**src/rtl/neuron_scheduler_pkg.sv**
```systemverilog
// Shared types, defaults and helpers for the neuron scheduler and its datapath.
package neuron_scheduler_pkg;

   localparam int NEURONS_D   = 10;
   localparam int CHUNKS_D    = 4;
   localparam int BUS_WIDTH_D = 196;
   localparam int DRAIN_D     = 12;
   localparam int VAL_SIZE_D  = 26;

   typedef enum logic [2:0] {
      IDLE,
      CLEAR,
      RUN,
      ACC,
      CMP,
      DONE
   } state_t;

   // Ceiling log2, never narrower than one bit so index ports stay legal.
   function automatic int clog2(input int v);
      int r;
      r = 0;
      while ((1 << r) < v) r = r + 1;
      return (r < 1) ? 1 : r;
   endfunction

endpackage

```
**src/rtl/neuron_scheduler_argmax_tracker.sv**
```systemverilog
// Running argmax over neuron scores; strict compare keeps the lowest index on ties.
module argmax_tracker
   import neuron_scheduler_pkg::*;
#(
   parameter int NEURONS  = NEURONS_D,
   parameter int ACC_SIZE = VAL_SIZE_D + 2,
   localparam int NW      = clog2(NEURONS)
) (
   input  logic                clk,
   input  logic                rst_n,
   input  logic                i_clear,
   input  logic                i_upd,
   input  logic [ACC_SIZE-1:0] i_acc,
   input  logic [NW-1:0]       i_idx,
   output logic [ACC_SIZE-1:0] o_best_nxt,
   output logic [NW-1:0]       o_class_nxt
);

   logic [ACC_SIZE-1:0] r_best;
   logic [NW-1:0]       r_class;
   logic                w_gt;

   always_comb begin
      w_gt        = $signed(i_acc) > $signed(r_best);
      o_best_nxt  = r_best;
      o_class_nxt = r_class;
      if (i_upd && w_gt) begin
         o_best_nxt  = i_acc;
         o_class_nxt = i_idx;
      end
   end

   // Most-negative seed so an all-negative image still picks a winner.
   always_ff @(posedge clk or negedge rst_n) begin
      if (!rst_n) begin
         r_best  <= '0;
         r_class <= '0;
      end else if (i_clear) begin
         r_best  <= {1'b1, {(ACC_SIZE-1){1'b0}}};
         r_class <= '0;
      end else if (i_upd) begin
         r_best  <= o_best_nxt;
         r_class <= o_class_nxt;
      end
   end

endmodule

```
**src/rtl/neuron_scheduler.sv**
```systemverilog
// Chunk/neuron sequencer with accumulate and argmax for one image classification.
// Optional per-neuron score stream: define NEURON_SCORE_STREAM_EN.
module neuron_scheduler
   import neuron_scheduler_pkg::*;
#(
   parameter int NEURONS   = NEURONS_D,
   parameter int CHUNKS    = CHUNKS_D,
   parameter int BUS_WIDTH = BUS_WIDTH_D,
   parameter int DRAIN     = DRAIN_D,
   parameter int VAL_SIZE  = VAL_SIZE_D,
   parameter int ACC_SIZE  = VAL_SIZE + 2,
   localparam int NW       = clog2(NEURONS),
   localparam int CW       = clog2(CHUNKS)
) (
   input  logic                clk,
   input  logic                GlobalReset,
   input  logic                start,
   input  logic                abort,
   input  logic [VAL_SIZE-1:0] dp_value,
   output logic                dp_clear,
   output logic [CW-1:0]       chunk_idx,
   output logic [NW-1:0]       neuron_idx,
   output logic                busy,
   output logic                done,
   output logic [NW-1:0]       class_out,
   output logic [ACC_SIZE-1:0] best_score
`ifdef NEURON_SCORE_STREAM_EN
   ,
   output logic                score_valid,
   output logic [ACC_SIZE-1:0] score,
   output logic [NW-1:0]       score_idx
`endif
);

   localparam int RUN_LEN = BUS_WIDTH + DRAIN;
   localparam int TW      = clog2(RUN_LEN);

   state_t              r_state;
   state_t              w_next;
   logic [TW-1:0]       r_cnt;
   logic [CW-1:0]       r_chunk;
   logic [NW-1:0]       r_neuron;
   logic [ACC_SIZE-1:0] r_acc;
   logic [NW-1:0]       r_class;
   logic [ACC_SIZE-1:0] r_best;
   logic                w_last_chunk;
   logic                w_last_neuron;
   logic                w_run_end;
   logic                w_abort;
   logic                w_accept;
   logic [ACC_SIZE-1:0] w_dp_ext;
   logic [ACC_SIZE-1:0] w_best_nxt;
   logic [NW-1:0]       w_class_nxt;

   assign w_last_chunk  = (r_chunk == CW'(CHUNKS - 1));
   assign w_last_neuron = (r_neuron == NW'(NEURONS - 1));
   assign w_run_end     = (r_cnt == TW'(RUN_LEN - 1));
   assign w_abort       = abort && (r_state != IDLE);
   assign w_accept      = (r_state == IDLE) && start;
   assign w_dp_ext      = {{(ACC_SIZE-VAL_SIZE){dp_value[VAL_SIZE-1]}}, dp_value};

   assign chunk_idx  = r_chunk;
   assign neuron_idx = r_neuron;
   assign class_out  = r_class;
   assign best_score = r_best;

   always_ff @(posedge clk or negedge GlobalReset) begin
      if (!GlobalReset) r_state <= IDLE;
      else              r_state <= w_next;
   end

   always_comb begin
      w_next   = r_state;
      dp_clear = 1'b1;
      busy     = 1'b0;
      done     = 1'b0;
      unique case (r_state)
         IDLE: begin
            if (start) w_next = CLEAR;
         end
         CLEAR: begin
            busy   = 1'b1;
            w_next = RUN;
         end
         RUN: begin
            dp_clear = 1'b0;
            busy     = 1'b1;
            if (w_run_end) w_next = ACC;
         end
         ACC: begin
            dp_clear = 1'b0;
            busy     = 1'b1;
            w_next   = w_last_chunk ? CMP : CLEAR;
         end
         CMP: begin
            dp_clear = 1'b0;
            busy     = 1'b1;
            w_next   = w_last_neuron ? DONE : CLEAR;
         end
         DONE: begin
            done   = 1'b1;
            w_next = IDLE;
         end
         default: w_next = IDLE;
      endcase
      if (w_abort) w_next = IDLE;
   end

   always_ff @(posedge clk or negedge GlobalReset) begin
      if (!GlobalReset) begin
         r_cnt    <= '0;
         r_chunk  <= '0;
         r_neuron <= '0;
         r_acc    <= '0;
      end else if (w_abort) begin
         r_cnt    <= '0;
         r_chunk  <= '0;
         r_neuron <= '0;
         r_acc    <= '0;
      end else begin
         unique case (r_state)
            IDLE: begin
               if (start) begin
                  r_chunk  <= '0;
                  r_neuron <= '0;
                  r_acc    <= '0;
               end
            end
            CLEAR: r_cnt <= '0;
            RUN:   r_cnt <= r_cnt + TW'(1);
            ACC: begin
               r_acc <= r_acc + w_dp_ext;
               if (!w_last_chunk) r_chunk <= r_chunk + CW'(1);
            end
            CMP: begin
               r_acc   <= '0;
               r_chunk <= '0;
               if (!w_last_neuron) r_neuron <= r_neuron + NW'(1);
            end
            default: ;
         endcase
      end
   end

   // Published result only changes on completion, so an abort leaves it intact.
   always_ff @(posedge clk or negedge GlobalReset) begin
      if (!GlobalReset) begin
         r_class <= '0;
         r_best  <= '0;
      end else if (w_next == DONE && r_state == CMP) begin
         r_class <= w_class_nxt;
         r_best  <= w_best_nxt;
      end
   end

   argmax_tracker #(
      .NEURONS  (NEURONS),
      .ACC_SIZE (ACC_SIZE)
   ) u_argmax (
      .clk         (clk),
      .rst_n       (GlobalReset),
      .i_clear     (w_accept),
      .i_upd       (r_state == CMP),
      .i_acc       (r_acc),
      .i_idx       (r_neuron),
      .o_best_nxt  (w_best_nxt),
      .o_class_nxt (w_class_nxt)
   );

`ifdef NEURON_SCORE_STREAM_EN
   always_comb begin
      score_valid = (r_state == CMP);
      score       = score_valid ? r_acc : '0;
      score_idx   = score_valid ? r_neuron : '0;
   end
`endif

endmodule

```
**config.mk**
```make
export PLATFORM = sky130hd
export DESIGN_NAME = neuron_scheduler
export DESIGN_NICKNAME = d
export VERILOG_FILES = /design/src/rtl/neuron_scheduler_pkg.sv /design/src/rtl/neuron_scheduler_argmax_tracker.sv /design/src/rtl/neuron_scheduler.sv
export SDC_FILE = /design/constraint.sdc
export NUM_CORES = 1
export LEC_CHECK = 0
export CORE_UTILIZATION = 60
export CTS_CLUSTER_DIAMETER = 80
export DETAILED_ROUTE_END_ITERATION = 7
export DONT_BUFFER_PORTS = 1
export HOLD_SLACK_MARGIN = 0.03
export PLACE_DENSITY = 0.83
export SLEW_MARGIN = 0
export SYNTH_ARGS = -nofsm -noshare
export SYNTH_HDL_FRONTEND = slang
export SYNTH_SLANG_ARGS = --single-unit
```
**constraint.sdc**
```tcl
create_clock -name clk -period 3.1 [get_ports clk]
set_input_delay 0.155 -clock clk [delete_from_list [all_inputs] [get_ports clk]]
set_output_delay 0.155 -clock clk [all_outputs]
set_load 0.05 [all_outputs]
```
# ---- Word-level counts from Yosys, hierarchy flattened
# Index checks and enable logic that the tools add are counted.
dict set report word_totals {
  out_inout_bits 41
  wordCells 69
  register_bits 109
  in_bits 30
}
dict set report op_classes {
  order_cmp 1
  n_reduce_logical 15
  addsub 4
  n_mux 28
  n_eq_ne 12
}
# cell count
set op_table {}
lappend op_table {{$mux W28} 5}
lappend op_table {{$pmux W28 S3} 1}
lappend op_table {{$add A28 B28 Y28} 1}
lappend op_table {{$gt A28 B28 Y1} 1}
lappend op_table {{$mux W4} 6}
lappend op_table {{$pmux W8 S2} 1}
lappend op_table {{$mux W3} 5}
lappend op_table {{$pmux W3 S5} 1}
lappend op_table {{$eq A3 B3 Y1 const B} 3}
lappend op_table {{$ne A3 B3 Y1 const B} 3}
lappend op_table {{$reduce_bool A3 Y1} 3}
lappend op_table {{$add A8 B1 Y8 const B} 1}
lappend op_table {{$eq A8 B8 Y1 const B} 1}
lappend op_table {{$mux W8} 1}
lappend op_table {{$pmux W4 S2} 1}
lappend op_table {{$eq A3 B2 Y1 const B} 2}
lappend op_table {{$mux W2} 3}
lappend op_table {{$pmux W2 S3} 1}
lappend op_table {{$reduce_and A3 Y1} 2}
lappend op_table {{$add A4 B1 Y4 const B} 1}
lappend op_table {{$eq A4 B4 Y1 const B} 1}
lappend op_table {{$logic_and A1 B1 Y1} 4}
lappend op_table {{$reduce_bool A4 Y1} 1}
lappend op_table {{$reduce_or A4 Y1} 1}
lappend op_table {{other kinds (8)} 10}

# ---- Longest topological paths before layout
# Gate-level depths: netlist of the first run.
dict set report logic_depth {
  depth_word 6
  depth_mapped 10
  mapped_depth_nobuf 9
}

# ---- Hierarchy
# Synthesis of the first run repeated with hierarchy kept, for this count alone.
dict set report hier_totals {
  hier_cells 770
  hier_area_um2 7408.4
}
# mod seq_area_each_um2 cells_per_inst instances area_per_inst_um2
set by_module_without_submodules {}
lappend by_module_without_submodules {neuron_scheduler 1926.8 482 1 4655.7}
lappend by_module_without_submodules {argmax_tracker 800.8 288 1 2752.6}

# ---- Least setup slack after synthesis of the first run
# OpenSTA, ideal clock, no wires.
dict set report synth_timing {
  kind {reg-to-reg}
  start {register r_acc[0]}
  end {register r_acc[22]}
  t_required_ps 2978
  path_buffers 0
  stages_incl_launch_ff 10
  setup_time_ps 122
  arrival_time_ps 2538
  slack_ps 440
  cell_sequence {dfrtp_1 ha_1 fa_1 a21o_1 a221oi_2 nor3_1 o2111ai_1 a21oi_1 or3_1 a32o_1}
}
dict set report synth_between {
  elab_chain_len 3
}
# item line_no
set synth_lines {}
lappend synth_lines {{from (decl)} neuron_scheduler.sv:43} ;# logic [ACC_SIZE-1:0] r_acc;
lappend synth_lines {{from (signal assigned)} neuron_scheduler.sv:132} ;# r_acc <= r_acc + w_dp_ext;
lappend synth_lines {{$add A28 B28 Y28} neuron_scheduler.sv:132}
lappend synth_lines {{$pmux W28 S3} neuron_scheduler.sv:121} ;# unique case (r_state)
lappend synth_lines {{$mux W28} neuron_scheduler.sv:115} ;# end else if (w_abort) begin
# Every way passes these cells.
# A chain may end at the register's enable or synchronous reset.

# ---- Worst setup path after layout of the first run
# Same ends and word-level chain as after synthesis.

==> metrics.txt, run 1 <==
hpwl dp=13,100 µm; final std cells w/o fill=about 900; final core occ=between 60% and 70%; Core ar.=approximately 0.011 mm²; FF-to-FF Start=r_acc[0]; largest net degree at the start of global routing=110; Synth Cell Area=0.00695 mm²; Placement Setup Slack=approximately 0.094 ns; GRT overflow=0; type of origin of the critical path=flop; Iter 0 DRT Violations=about 740; total I/O pin count=between 70 and 80; CTS tree=done; P_leak=between 0.003 and 0.004 µW; die area=approximately 0.012 mm²; clk slew on worst S/H paths=around 0.080 ns; peak supply drop=0.000614 V; Vias=6,161; Sequential cell area=between 0.002 and 0.003 mm²; antenna-violating nets left=0; max-slew violations=0; Final Hold Vio Count=0; worst hold path class=input port to flop; Mapped Avg Cell Area=approximately 9.1 µm²; switch share=between 30 and 40%; sequential-to-total area share from yosys stat=between 30% and 40%; Tot GR Track Use=between 30 and 40%; worst hold start=abort; clock root buffer=clkbuf_16; outcome=finished clean; dpl cell area=0.00719 mm²; row count=38; post-DR vias/cell=around 6.7; Clock Skew=between 0.01 and 0.015 ns; number of remaining DRC errors=0; layout cells sized above 1=under 10%; count of final setup violators=0; number of synthesized flops with an enable pin=0; Period minus WS final=between 2 and 3 ns; worst path arrival time=around 3.2 ns; GP Congestion=roughly 0.95; crit path max fanout=5; antenna cells=0; fin crit share=between 90% and 100%; CTS H-Tree Depth=3; FF+latch count, synth=~110; most frequent cells in the layout=dfrtp_1 (109), o21ai_0 (74), nand2_1 (61); most common cell after layout, fill and taps aside=dfrtp_1; final hold slack=just over 0.04 ns; routed len/inst=between 20 and 25 µm; r2r setup slk=approximately 0.14 ns; Pint=roughly 2800 µW; DRT Pass-1 Iters=5; initial antenna violation count=0; global-route wire length before repair=roughly 30,000 µm; Slew @ Worst Pin=0.730 ns; WP data required=roughly 3.3 ns; WL final=roughly 19,000 µm; Area Growth Syn to Fin=9.66%; area of the multi-input gates=between 0.003 and 0.004 mm²; FILL cells=~820; Async S/R FF share, synth=between 90% and 100%; vias in the first global route=about 6.1k; fin area=around 0.0076 mm²; clock network fraction of total power=between 20% and 30%; CP Capture Type=flop; placed cell count=around 890; Max-Cap Viols=0; Synth warnings=0; Main synth FF type=dfrtp_1; clock buffer depth=2; Crit Path Category=flop to flop; CTS Buf Count=9; Clk Latency, worst-skew pair=around 0.36 ns; fin worst setup slack=between 0.1 and 0.15 ns; Fmax=roughly 0.34 GHz; power per cell area=about 600 mW/mm²; nets=approximately 860; Syn Nets=approximately 850; synth unique cells=78; die width=between 100 and 150 µm; Cells after Synth=between 700 and 800; Reg power frac=around 39%; combinational share of power=approximately a third; Die Y=between 100 and 150 µm; clock sink total=approximately 110; IO buf count=0; Slew headroom=51.2%; switching power=1700 µW; crit path launch=r_acc[0]; Starting Density=62.8%
## cell families after synthesis
family | after synthesis | share of synthesized area (%)
compound gates | 265 | 25.7
mux | 5 | 0.738
simple gates | 227 | 16.1
flops | 109 | 39.2
xor+xnor | 19 | 2.39
fa+ha+maj | 60 | 10.9
buf+inv | 77 | 4.93
## metrics by stage
step	TNS, ns	power [µW]
final	0	4540
after CTS	0	4510
after detailed placement	0	3170
after global placement	0	3100
after floorplan	0	2770
after global routing	-0.00989	4730
## power groups by stage
stage               clock network (µW)  registers, µW  logic (µW)
CTS                               1310           1740        1460
detailed placement                   0           1770        1400
global route                      1360           1760        1620
global placement                     0           1760        1340
floorplan                            0           1710        1060
finish                            1300           1750        1490
## per-layer routing
layer,vias to the layer above,track usage (%),wire [µm]
met2,287,52.4,8660
met4,0,15.5,550
li1,2847,-,-
met3,48,6.22,1600
met5,-,0,0
met1,2979,42.2,7780
## sequential cells by signal (all words and copies together) (netlist names), 3 cells and up
signal / flops
class_out: 4
r_cnt: 8
best_score: 28
neuron_idx: 4
r_acc: 28
r_state: 3
u_argmax.r_class: 4
u_argmax.r_best: 28
## cell type report
class,count,share of cell area (%)
Timing Repair Buffer,35,4.14
Sequential cell,109,35.8
Inverter,38,1.87
Multi-Input combinational cell,576,51.4
Clock inverter,4,1.02
Clock buffer,12,3.50
Tap cell,140,2.30
## cells in the mapped netlist (6+ instances only)
library cell / number / area [µm²]
dfrtp_1: 109 / 2730
o21ai_0: 74 / 370
nand2_1: 61 / 229
ha_1: 59 / 738
nor2_1: 55 / 206
nand3_1: 46 / 230
a21oi_1: 42 / 210
inv_1: 38 / 143
a22o_1: 34 / 298
a31oi_1: 34 / 213
clkbuf_1: 23 / 86.3
a21o_1: 14 / 105
nand4_1: 12 / 75.1
and3_1: 10 / 62.6
xor2_1: 10 / 87.6
xnor2_1: 9 / 78.8
o211ai_1: 7 / 52.6
o21a_1: 7 / 52.6
nor3_1: 6 / 30.0
## critical path: stages (launching register included)
cell	delay [ns]
dfrtp_1	0.45
ha_1	0.24
fa_1	0.41
a21o_1	0.22
a221oi_2	0.33
nor3_1	0.15
o2111ai_2	0.26
a21oi_1	0.13
or3_1	0.35
a32o_1	0.28
## what timing repair did
action / 4_1_cts / 5_1_grt
endpoints found under the hold margin: 111 / 0
setup buffers: 0 / 1
hold buffers: 4 / 0
endpoints found under the setup margin: 0 / 31
gates resized for setup: 0 / 4
## final timing paths
| kind | end | cells after the start |
|---|---|---|
| max | r_acc[22] | 9 |
| min | neuron_idx[2] | 3 |
| max reg2reg | r_acc[22] | 9 |
| min reg2reg | r_cnt[7] | 1 |
| max in group asynchronous | r_acc[16] | 2 |
| min in group asynchronous | u_argmax.r_best[2] | 2 |
No activity file was read; power rests on OpenSTA's default activity.
==> run 2: changes to the inputs <==
==> constraint.sdc (replaced) <==
create_clock -name clk -period 3.1 [get_ports clk]
set_input_delay 0.31 -clock clk [delete_from_list [all_inputs] [get_ports clk]]
set_output_delay 0.31 -clock clk [all_outputs]
set_load 0.05 [all_outputs]
==> metrics.txt, run 2 (same netlist as run 1, synthesis figures left out) <==
outcome=finished clean; clk slew on worst S/H paths=approximately 0.070 ns; Clk Latency, worst-skew pair=0.36 ns; global-route wire length before repair=30,000 µm; fin worst setup slack=about 0.14 ns; worst hold path class=input port to flop; clock root buffer=clkbuf_16; number of remaining DRC errors=0; fin crit share=between 90 and 100%; hpwl dp=around 13,000 µm; worst path arrival time=3.23 ns; Clock Skew=about 0.0097 ns; CTS Buf Count=9; Fmax=about 0.34 GHz; initial antenna violation count=0; type of origin of the critical path=flop; CTS tree=done; final core occ=a little under 70%; count of final setup violators=0; die area=between 0.01 and 0.015 mm²; antenna cells=0; post-DR vias/cell=a little under 7; Iter 0 DRT Violations=631; Area Growth Syn to Fin=9.52%; WL final=18,700 µm; Placement Setup Slack=0.0943 ns; row count=38; layout cells sized above 1=under 10%; final std cells w/o fill=around 900; largest net degree at the start of global routing=110; die width=about 110 µm; CP Capture Type=flop; GP Congestion=roughly 0.95; GRT overflow=0; clock buffer depth=2; Core ar.=0.0111 mm²; Tot GR Track Use=about a third; placed cell count=approximately 890; IO buf count=0; Vias=just over 6k; Period minus WS final=2.96 ns; CTS H-Tree Depth=3; WP data required=roughly 3.4 ns; Final Power=between 4000 and 5000 µW; Max-Cap Viols=0; power per cell area=roughly 600 mW/mm²; total I/O pin count=71; P_leak=~0.0034 µW; Crit Path Category=flop to flop; max-slew violations=0; Final Hold Vio Count=0; most common cell after layout, fill and taps aside=dfrtp_1; DRT Pass-1 Iters=5; most frequent cells in the layout=dfrtp_1 (109), o21ai_0 (74), nand2_1 (61); peak supply drop=between 0.0006 and 0.0007 V; antenna-violating nets left=0; Starting Density=62.8%; routed len/inst=20.4 µm; nets=~860; clock sink total=109; Die Y=roughly 110 µm; vias in the first global route=6,079; crit path max fanout=23; Slew headroom=about half; Slew @ Worst Pin=0.726 ns
run 2: cell count changes in the layout (fill, tap and decap cells not counted):
cell,previous run,this run
dlygate4sd3_1,3,2
run 2: through the flow:
step | TNS (ns) | hold slack [ns] | instance area (µm²)
floorplan | 0 | 0.0144 | 6950
global placement | 0 | 0.0188 | 7190
detailed placement | 0 | 0.0188 | 7190
CTS | 0 | 0.160 | 7590
global route | -0.00989 | 0.207 | 7610
finish | 0 | 0.193 | 7610
run 2: timing repair:
item | 4_1_cts | 5_1_grt
endpoints found under the setup margin | 0 | 31
hold buffers | 3 | 0
setup buffers | 0 | 1
gates resized for setup | 0 | 4
hold endpoints to repair | 110 | 0
run 2: worst paths after layout:
kind	startpoint	depth (start not counted)	slack [ns]	to
setup / recovery	r_acc[13]	9	0.14	best_score[19]
hold / removal	start	2	0.19	r_state[0]
setup reg to reg	r_acc[13]	9	0.14	best_score[19]
hold reg to reg	r_cnt[7]	1	0.50	r_cnt[7]
max in group asynchronous	GlobalReset	2	2.09	r_acc[26]
min in group asynchronous	GlobalReset	2	0.55	u_argmax.r_best[4]
run 2: final cells by class:
cell class                 instances  area [µm²]
clock buffer                      12         267
clock inverter                     4        77.6
multi-input combinational        576        3920
fill                             817        3460
tap                              140         175
sequential                       109        2730
timing repair buffer              34         305
inverter                          38         143
run 2: per-layer routing:
layer	global-route usage (%)	up-vias	routed length, µm
li1	-	2843	-
met1	42.1	2971	7830
met2	52.5	316	8640
met3	6.34	50	1660
met4	15.4	0	546
met5	0	-	0
run 2: power breakdown:
| part | leakage, µW | switching, µW | internal, µW |
|---|---|---|---|
| logic | 0.00184 | 941 | 551 |
| clock network | 0.000169 | 525 | 779 |
| registers | 0.00144 | 232 | 1520 |
| total | 0.00345 | 1700 | 2840 |
run 2: worst max-delay path, cell delays in order (launching register included):
cell and delay, ns:
dfrtp_1 0.47, ha_1 0.36, a211o_1 0.34, a21oi_2 0.19, o211ai_2 0.13, o311ai_4 0.46, a21o_4 0.28, buf_4 0.30
nand3_1 0.14, a31oi_1 0.21
